--- src/rtl/lfsr_encrypt_engine.sv ---
// rtl/lfsr_encrypt_engine.sv - hardwired LFSR stream cipher over data memory
//
// Purpose: reads a 41-byte plaintext plus three config bytes (pre_len, taps,
// lfsr_init) from data memory, then writes 64 ciphertext bytes, each being the
// space-padded message byte XOR the current LFSR state. Runs once every time
// start deasserts and raises halt when the output region is complete.
//
// Ports:
//   clk          rising-edge clock
//   start        asynchronous active-high reset; the engine runs while low
//   mem_addr     data-memory address (read or write)
//   mem_rd_data  data-memory read data, valid the cycle after mem_addr
//   mem_wr_en    data-memory write strobe, one cycle per ciphertext byte
//   mem_wr_data  ciphertext byte
//   halt         high once all ciphertext bytes are written

module lfsr_encrypt_engine #(
  parameter int          AW       = 8,
  parameter int          MSG_LEN  = 41,
  parameter int          CFG_BASE = 41,
  parameter int          OUT_BASE = 64,
  parameter int          OUT_LEN  = 64,
  parameter logic [7:0]  PAD      = 8'h20
) (
  input  logic          clk,
  input  logic          start,
  output logic [AW-1:0] mem_addr,
  input  logic [7:0]    mem_rd_data,
  output logic          mem_wr_en,
  output logic [7:0]    mem_wr_data,
  output logic          halt
);

  typedef enum logic [2:0] {
    S_CFG0,
    S_CFG1,
    S_CFG2,
    S_CFG3,
    S_RD,
    S_WR,
    S_DONE
  } state_t;

  localparam logic [AW-1:0] CFG_ADDR  = AW'(CFG_BASE);
  localparam logic [AW-1:0] OUT_ADDR  = AW'(OUT_BASE);
  localparam logic [8:0]    MSG_LEN9  = 9'(MSG_LEN);
  localparam logic [6:0]    LAST_BYTE = 7'(OUT_LEN - 1);

  state_t     state_q, state_d;
  logic [6:0] i_q, i_d;
  logic [7:0] pre_q, pre_d;
  logic [7:0] taps_q, taps_d;
  logic [7:0] lfsr_q, lfsr_d;

  logic [8:0]    i9;
  logic [8:0]    pre9;
  logic          in_msg;
  logic [7:0]    msg_off;
  logic [7:0]    pt;

  // 9-bit compare so that pre_len + MSG_LEN never wraps for large pre_len.
  assign i9      = {2'b00, i_q};
  assign pre9    = {1'b0, pre_q};
  assign in_msg  = (i9 >= pre9) && (i9 < (pre9 + MSG_LEN9));
  assign msg_off = {1'b0, i_q} - pre_q;
  assign pt      = in_msg ? mem_rd_data : PAD;

  always_ff @(posedge clk or posedge start) begin
    if (start) begin
      state_q <= S_CFG0;
      i_q     <= '0;
      pre_q   <= '0;
      taps_q  <= '0;
      lfsr_q  <= '0;
    end else begin
      state_q <= state_d;
      i_q     <= i_d;
      pre_q   <= pre_d;
      taps_q  <= taps_d;
      lfsr_q  <= lfsr_d;
    end
  end

  // Memory reads are one cycle late, so each config byte is captured on the
  // edge after the state that presented its address.
  always_comb begin
    state_d     = state_q;
    i_d         = i_q;
    pre_d       = pre_q;
    taps_d      = taps_q;
    lfsr_d      = lfsr_q;
    mem_addr    = '0;
    mem_wr_en   = 1'b0;
    mem_wr_data = '0;
    halt        = 1'b0;

    unique case (state_q)
      S_CFG0: begin
        mem_addr = CFG_ADDR;
        state_d  = S_CFG1;
      end
      S_CFG1: begin
        mem_addr = CFG_ADDR + AW'(1);
        pre_d    = mem_rd_data;
        state_d  = S_CFG2;
      end
      S_CFG2: begin
        mem_addr = CFG_ADDR + AW'(2);
        taps_d   = mem_rd_data;
        state_d  = S_CFG3;
      end
      S_CFG3: begin
        lfsr_d  = mem_rd_data;
        state_d = S_RD;
      end
      S_RD: begin
        // Padding bytes need no read; park the address at 0 (read-only area).
        mem_addr = in_msg ? AW'(msg_off) : '0;
        state_d  = S_WR;
      end
      S_WR: begin
        mem_addr    = OUT_ADDR + AW'(i_q);
        mem_wr_en   = 1'b1;
        mem_wr_data = pt ^ lfsr_q;
        lfsr_d      = {lfsr_q[6:0], ^(lfsr_q & taps_q)};
        i_d         = i_q + 7'd1;
        state_d     = (i_q == LAST_BYTE) ? S_DONE : S_RD;
      end
      S_DONE: begin
        halt = 1'b1;
      end
      default: begin
        state_d = S_DONE;
      end
    endcase
  end

endmodule

--- config.mk ---
export PLATFORM = sky130hd
export DESIGN_NAME = lfsr_encrypt_engine
export DESIGN_NICKNAME = d
export VERILOG_FILES = /design/src/rtl/lfsr_encrypt_engine.sv
export SDC_FILE = /design/constraint.sdc
export NUM_CORES = 1
export LEC_CHECK = 0
export CELL_PAD_IN_SITES_DETAIL_PLACEMENT = 2
export CELL_PAD_IN_SITES_GLOBAL_PLACEMENT = 2
export CORE_MARGIN = 2
export CORE_UTILIZATION = 34
export DETAILED_ROUTE_END_ITERATION = 10
export PLACE_DENSITY_LB_ADDON = 0.1
export SETUP_SLACK_MARGIN = 0.3
export SYNTH_ARGS = -nofsm -noshare
export SYNTH_HDL_FRONTEND = slang
export SYNTH_SLANG_ARGS = --single-unit
--- constraint.sdc ---
create_clock -name clk -period 3.8 [get_ports clk]
set_clock_uncertainty 0.1 [all_clocks]
set_input_delay 0.57 -clock clk [delete_from_list [all_inputs] [get_ports clk]]
set_output_delay 0.57 -clock clk [all_outputs]
set_load 0.005 [all_outputs]
## After elaboration in Yosys (flattened, before gate mapping)

Cells that the tools add are included.

- Bits in registers: 34
- Bits of input ports: 10
- Output and inout bits: 18
- Logic and storage cells: 33

- $add $sub $neg: 4
- Order comparisons: 2
- Equal/unequal tests: 7
- Multiplexer cells: 9
- Bitwise logic cells: 2
- Reduce and logical (&&, ||, !) cells: 4

Operators by type and width:

| cell | count |
|---|---|
| $pmux 8 s5 | 1 |
| $mux 8 | 3 |
| $pmux 3 s7 | 1 |
| $pmux 8 s2 | 1 |
| $add 8x6->9 const B | 1 |
| $eq 3x3->1 const B | 3 |
| $lt 7x9->1 | 1 |
| $add 7x7->8 const A | 1 |
| $and 8x8->8 | 1 |
| $ge 7x8->1 | 1 |
| $reduce_xor 8->1 | 1 |
| $sub 7x8->8 | 1 |
| $xor 8x8->8 | 1 |
| $add 7x1->7 const B | 1 |
| $eq 7x6->1 const B | 1 |
| $eq 3x2->1 const B | 2 |
| $eq 3x1->1 const B | 1 |
| $logic_not 3->1 | 1 |
| $mux 1 | 2 |
| $mux 2 | 1 |
| $reduce_bool 2->1 | 1 |
| $logic_and 1x1->1 | 1 |

## Logic depth before layout (Yosys ltp)

- Depth in word-level cells: 6
- Depth in mapped cells: 11
- Gate-level depth less buffers: 10

## Worst setup path after synthesis

No wires, ideal clock.

- Kind: reg2out
- Start: reg pre_q[0]
- End: out mem_wr_data[5]
- Data arrival time: 2306 ps
- Data required time: 3130 ps
- Path slack: 824 ps
- Cell stages (with the launch flop): 12
- Buffers on the path: 1
- Cells stage by stage: dfrtp_1 > ha_1 > a21oi_1 > o21ai_0 > xnor2_1 > ha_1 > nor2_1 > nand3_1 > o221a_2 > buf_2 > o31a_1 > nor3_1

- Word-level cells in the longest chain between the ends: 6
- Elaborated cells on any way between the ends: 7
- Classes of those cells: 1 x add/sub; 2 x order compare; 2 x mux; 1 x bitwise; 1 x reduce/logical

Ends and longest elaborated chain:

| what | RTL line | RTL |
|---|---|---|
| from (decl) | 51 | `logic [7:0] pre_q, pre_d;` |
| from (signal assigned) | 78 | `pre_q <= pre_d;` |
| $add 8x6->9 | 64 | `assign in_msg = (i9 >= pre9) && (i9 < (pre9 + MSG_LEN9));` |
| $lt 7x9->1 | 64 |  |
| $logic_and 1x1->1 * | 64 |  |
| $mux 8 * | 66 | `assign pt = in_msg ? mem_rd_data : PAD;` |
| $xor 8x8->8 * | 124 | `mem_wr_data = pt ^ lfsr_q;` |
| $mux 8 * | 97 | `unique case (state_q)` |
| to (decl) | 30 | `output logic [7:0] mem_wr_data,` |

Mark *: on every way between the ends. The rest lies on a longest branch, timed or not.

## Final worst setup path

- Start: reg pre_q[0]
- End: out mem_addr[1]

- Word-level cells in the longest chain between the ends: 5
- Elaborated cells on any way between the ends: 7
- Classes of those cells: 2 x add/sub; 2 x order compare; 2 x mux; 1 x reduce/logical

Ends and longest elaborated chain:

| what | RTL line | RTL |
|---|---|---|
| $add 8x6->9 | 64 |  |
| $lt 7x9->1 | 64 |  |
| $logic_and 1x1->1 | 64 |  |
| $mux 8 * | 118 | `mem_addr = in_msg ? AW'(msg_off) : '0;` |
| $pmux 8 s5 * | 97 |  |
| to (decl) | 27 | `output logic [AW-1:0] mem_addr,` |

Marks and branches as above.

==> qor.yml <==
comb_power_share_pct: 41.2
globalplace.congestion: 0.834
ctsHtreeMaxLevel: 2
arrival_ns: 2.91
firstDrtPassIters: 4
status: "complete, no violations"
nNetsFinal: 384
synth_top_area_cell: "dfrtp_1"
fp.dieW_um: 89.4
critPathCaptureType: "primary output"
crit_path_max_fanout: 7
period_share_pct: 94.2
via_per_inst: 5.45
place_ws_ns: -0.00864
grt_pass1_wl_um: 14600
clkTransAtPathRegs_ns: 0.07
syn_area_per_cell_um2: 8.53
worst_pin_slew_ns: 0.909
worst_slack_ns: 0.222
critical_path_class: "reg2out"
period_minus_slack_ns: 3.58
seq_area_frac_synth_pct: 34.3
num_rows: 31
drive_above_1_share_pct: 31.9
rsz0062_at_grt: "yes"
max_freq_mhz: 280
n_antenna_cell: 0
ir_worst_vdd_uv: 198
setup_violations: 0
dieArea_mm2: 0.00800
grt_max_degree: 35
die_h_um: 89.4
yosysMostFrequentCell: "nand2_1"
syn2layout_area_growth_pct: 36.9
synth_edf_count: 0
synth.net_count: 318
numCtsBuffers: 5
grt_remaining_overflow: 0
vias: 2485
core_mm2: 0.00718
seq_power_share_pct: 38.6
start_kind: "flop"
drtIter0Drc: 55
clk_latency_ns: 0.29
intPower_mw: 0.818
synth_seq_cells: 34
io_buffers: 27
hold_buffers: 0
slew_viol_final: 0
cellLeakagePower_nw: 1.47
pwr-share-clk_pct: 20.3
yosys-top-cells-area: "dfrtp_1 (34%), ha_1 (8.1%), a21oi_1 (5.8%)"
p_sw_mw: 0.506
cts_tree: "built"
track_usage_pct: 24.8
async_reset_ff_share_pct: 100
drt_wl_total_um: 9930
drv_cap: 0
fillers: 787
synth_commonest_cells: "nand2_1 (35), dfrtp_1 (34), a21oi_1 (29)"
netlist_area_mm2: 0.00248
powerDensity_mw_per_mm2: 390
start_util_pct: 34.6
min_path_type: "reg2reg"
p_sw_share_pct: 38.2
synth_top_area_share_pct: 34.3
synth_cell_types: 48
relSlewSlack_pct: 39.1
wire_per_inst_um: 21.8
antenna_found_initial: 0
cts.path.max_buffers: 2
dpl.hpwl_um: 5890
required_ns: 3.13
remaining_drc_errors: 0
hold_viol: 0
ys.flop_type: "dfrtp_1"
grt_pass1_vias: 2569
clock-sinks: 34
synth_cells: 291
holdWs_ns: 0.412
drtAntennaViolNets: 0
io-pin-count: 28
yosysWarnings: 0
cts_root_buf: "clkbuf_8"
metrics by stage:
step / util (%) / cells / total power [mW] / cell area (um2) / TNS (ns)
finish: 47.4 / 456 / 1.32 / 3400 / 0
global route: 47.4 / 456 / 1.41 / 3400 / 0
CTS: 45.2 / 449 / 1.27 / 3250 / 0
detailed placement: 40.5 / 416 / 0.972 / 2900 / -0.00864
global placement: 40.5 / 416 / 0.956 / 2900 / 0
floorplan: - / 291 / 0.786 / 2480 / 0
routing by layer:
layer  vias to the layer above  share of wire [%]  wire (um)  global-route usage (%)
met5                         -                  0          0                       0
met3                        11                2.8        279                    3.42
li1                       1164                  -          -                       -
met4                         0                1.4        141                    4.34
met1                      1270                 45       4510                    35.1
met2                        40                 50       5000                    40.9
power by group through the flow:
stage               combinational (mW)  sequential [mW]  clock (mW)
floorplan                        0.309            0.477           0
global placement                 0.454            0.502           0
detailed placement               0.467            0.505           0
CTS                              0.496            0.500       0.274
global route                     0.600            0.518       0.289
finish                           0.545            0.511       0.268
path summary, 6_finish.rpt:
check	from	to	slack, ns	cells past startpoint
max	pre_q[0]	mem_addr[1]	0.22	12
min	taps_q[1]	taps_q[1]	0.41	1
max reg2reg	state_q[1]	taps_q[3]	1.59	3
min reg2reg	taps_q[1]	taps_q[1]	0.41	1
max in group asynchronous	start	pre_q[2]	2.65	3
min in group asynchronous	start	i_q[5]	0.59	3
area by class of cell:
class	instances	area, um2	share of cell area, %
clock inverters	2	10.0	0.295
inverters	29	113	3.31
flip-flops and latches	34	852	25.1
clock buffers	5	68.8	2.03
repair buffers	69	548	16.1
multi-input cells	218	1680	49.5
well taps	99	124	3.65
layout by cell type (no fill, tap or decap), types with 9 or more instances in the layout:
cell type / n
nand3_1: 9
inv_1: 23
buf_4: 33
nand2_1: 32
nor2_1: 13
o21ai_0: 9
a21oi_1: 24
xnor2_1: 14
ha_1: 11
buf_2: 14
clkdlybuf4s50_1: 11
mux2_2: 9
o21ai_1: 11
dfrtp_1: 33
logic make-up after synthesis:
| group | count (synthesis) | synth area share, % |
|---|---|---|
| DFF | 34 | 34.3 |
| muxes | 9 | 4.08 |
| buffers and inverters | 41 | 6.60 |
| and+or+nand+nor | 81 | 15.6 |
| AOI/OAI and AO/OA | 87 | 22.8 |
| adders and majority gates | 17 | 8.87 |
| xor gates and xnor gates | 22 | 7.76 |
flip-flops by register name (all words and copies together) (netlist names):
name / cells
state_q: 3
lfsr_q: 8
taps_q: 8
i_q: 7
pre_q: 8
what timing repair did:
action                                  in CTS  in global routing
cloned                                       3                  0
endpoints found under the hold margin        0                  0
gates resized for setup                     81                 35
endpoints found under the setup margin      16                 16
setup buffers                               23                  7
pin swaps                                   21                 15
critical path, cell delays in order (launching register included):
cell	delay (ns)
dfrtp_1	0.43
buf_6	0.16
ha_4	0.14
inv_2	0.04
fa_2	0.37
a211oi_4	0.28
o21ai_2	0.12
a221oi_4	0.31
buf_4	0.17
nor3_2	0.03
buf_4	0.15
a221o_1	0.29
buf_2	0.13
Power figures use the tool's default switching activity.
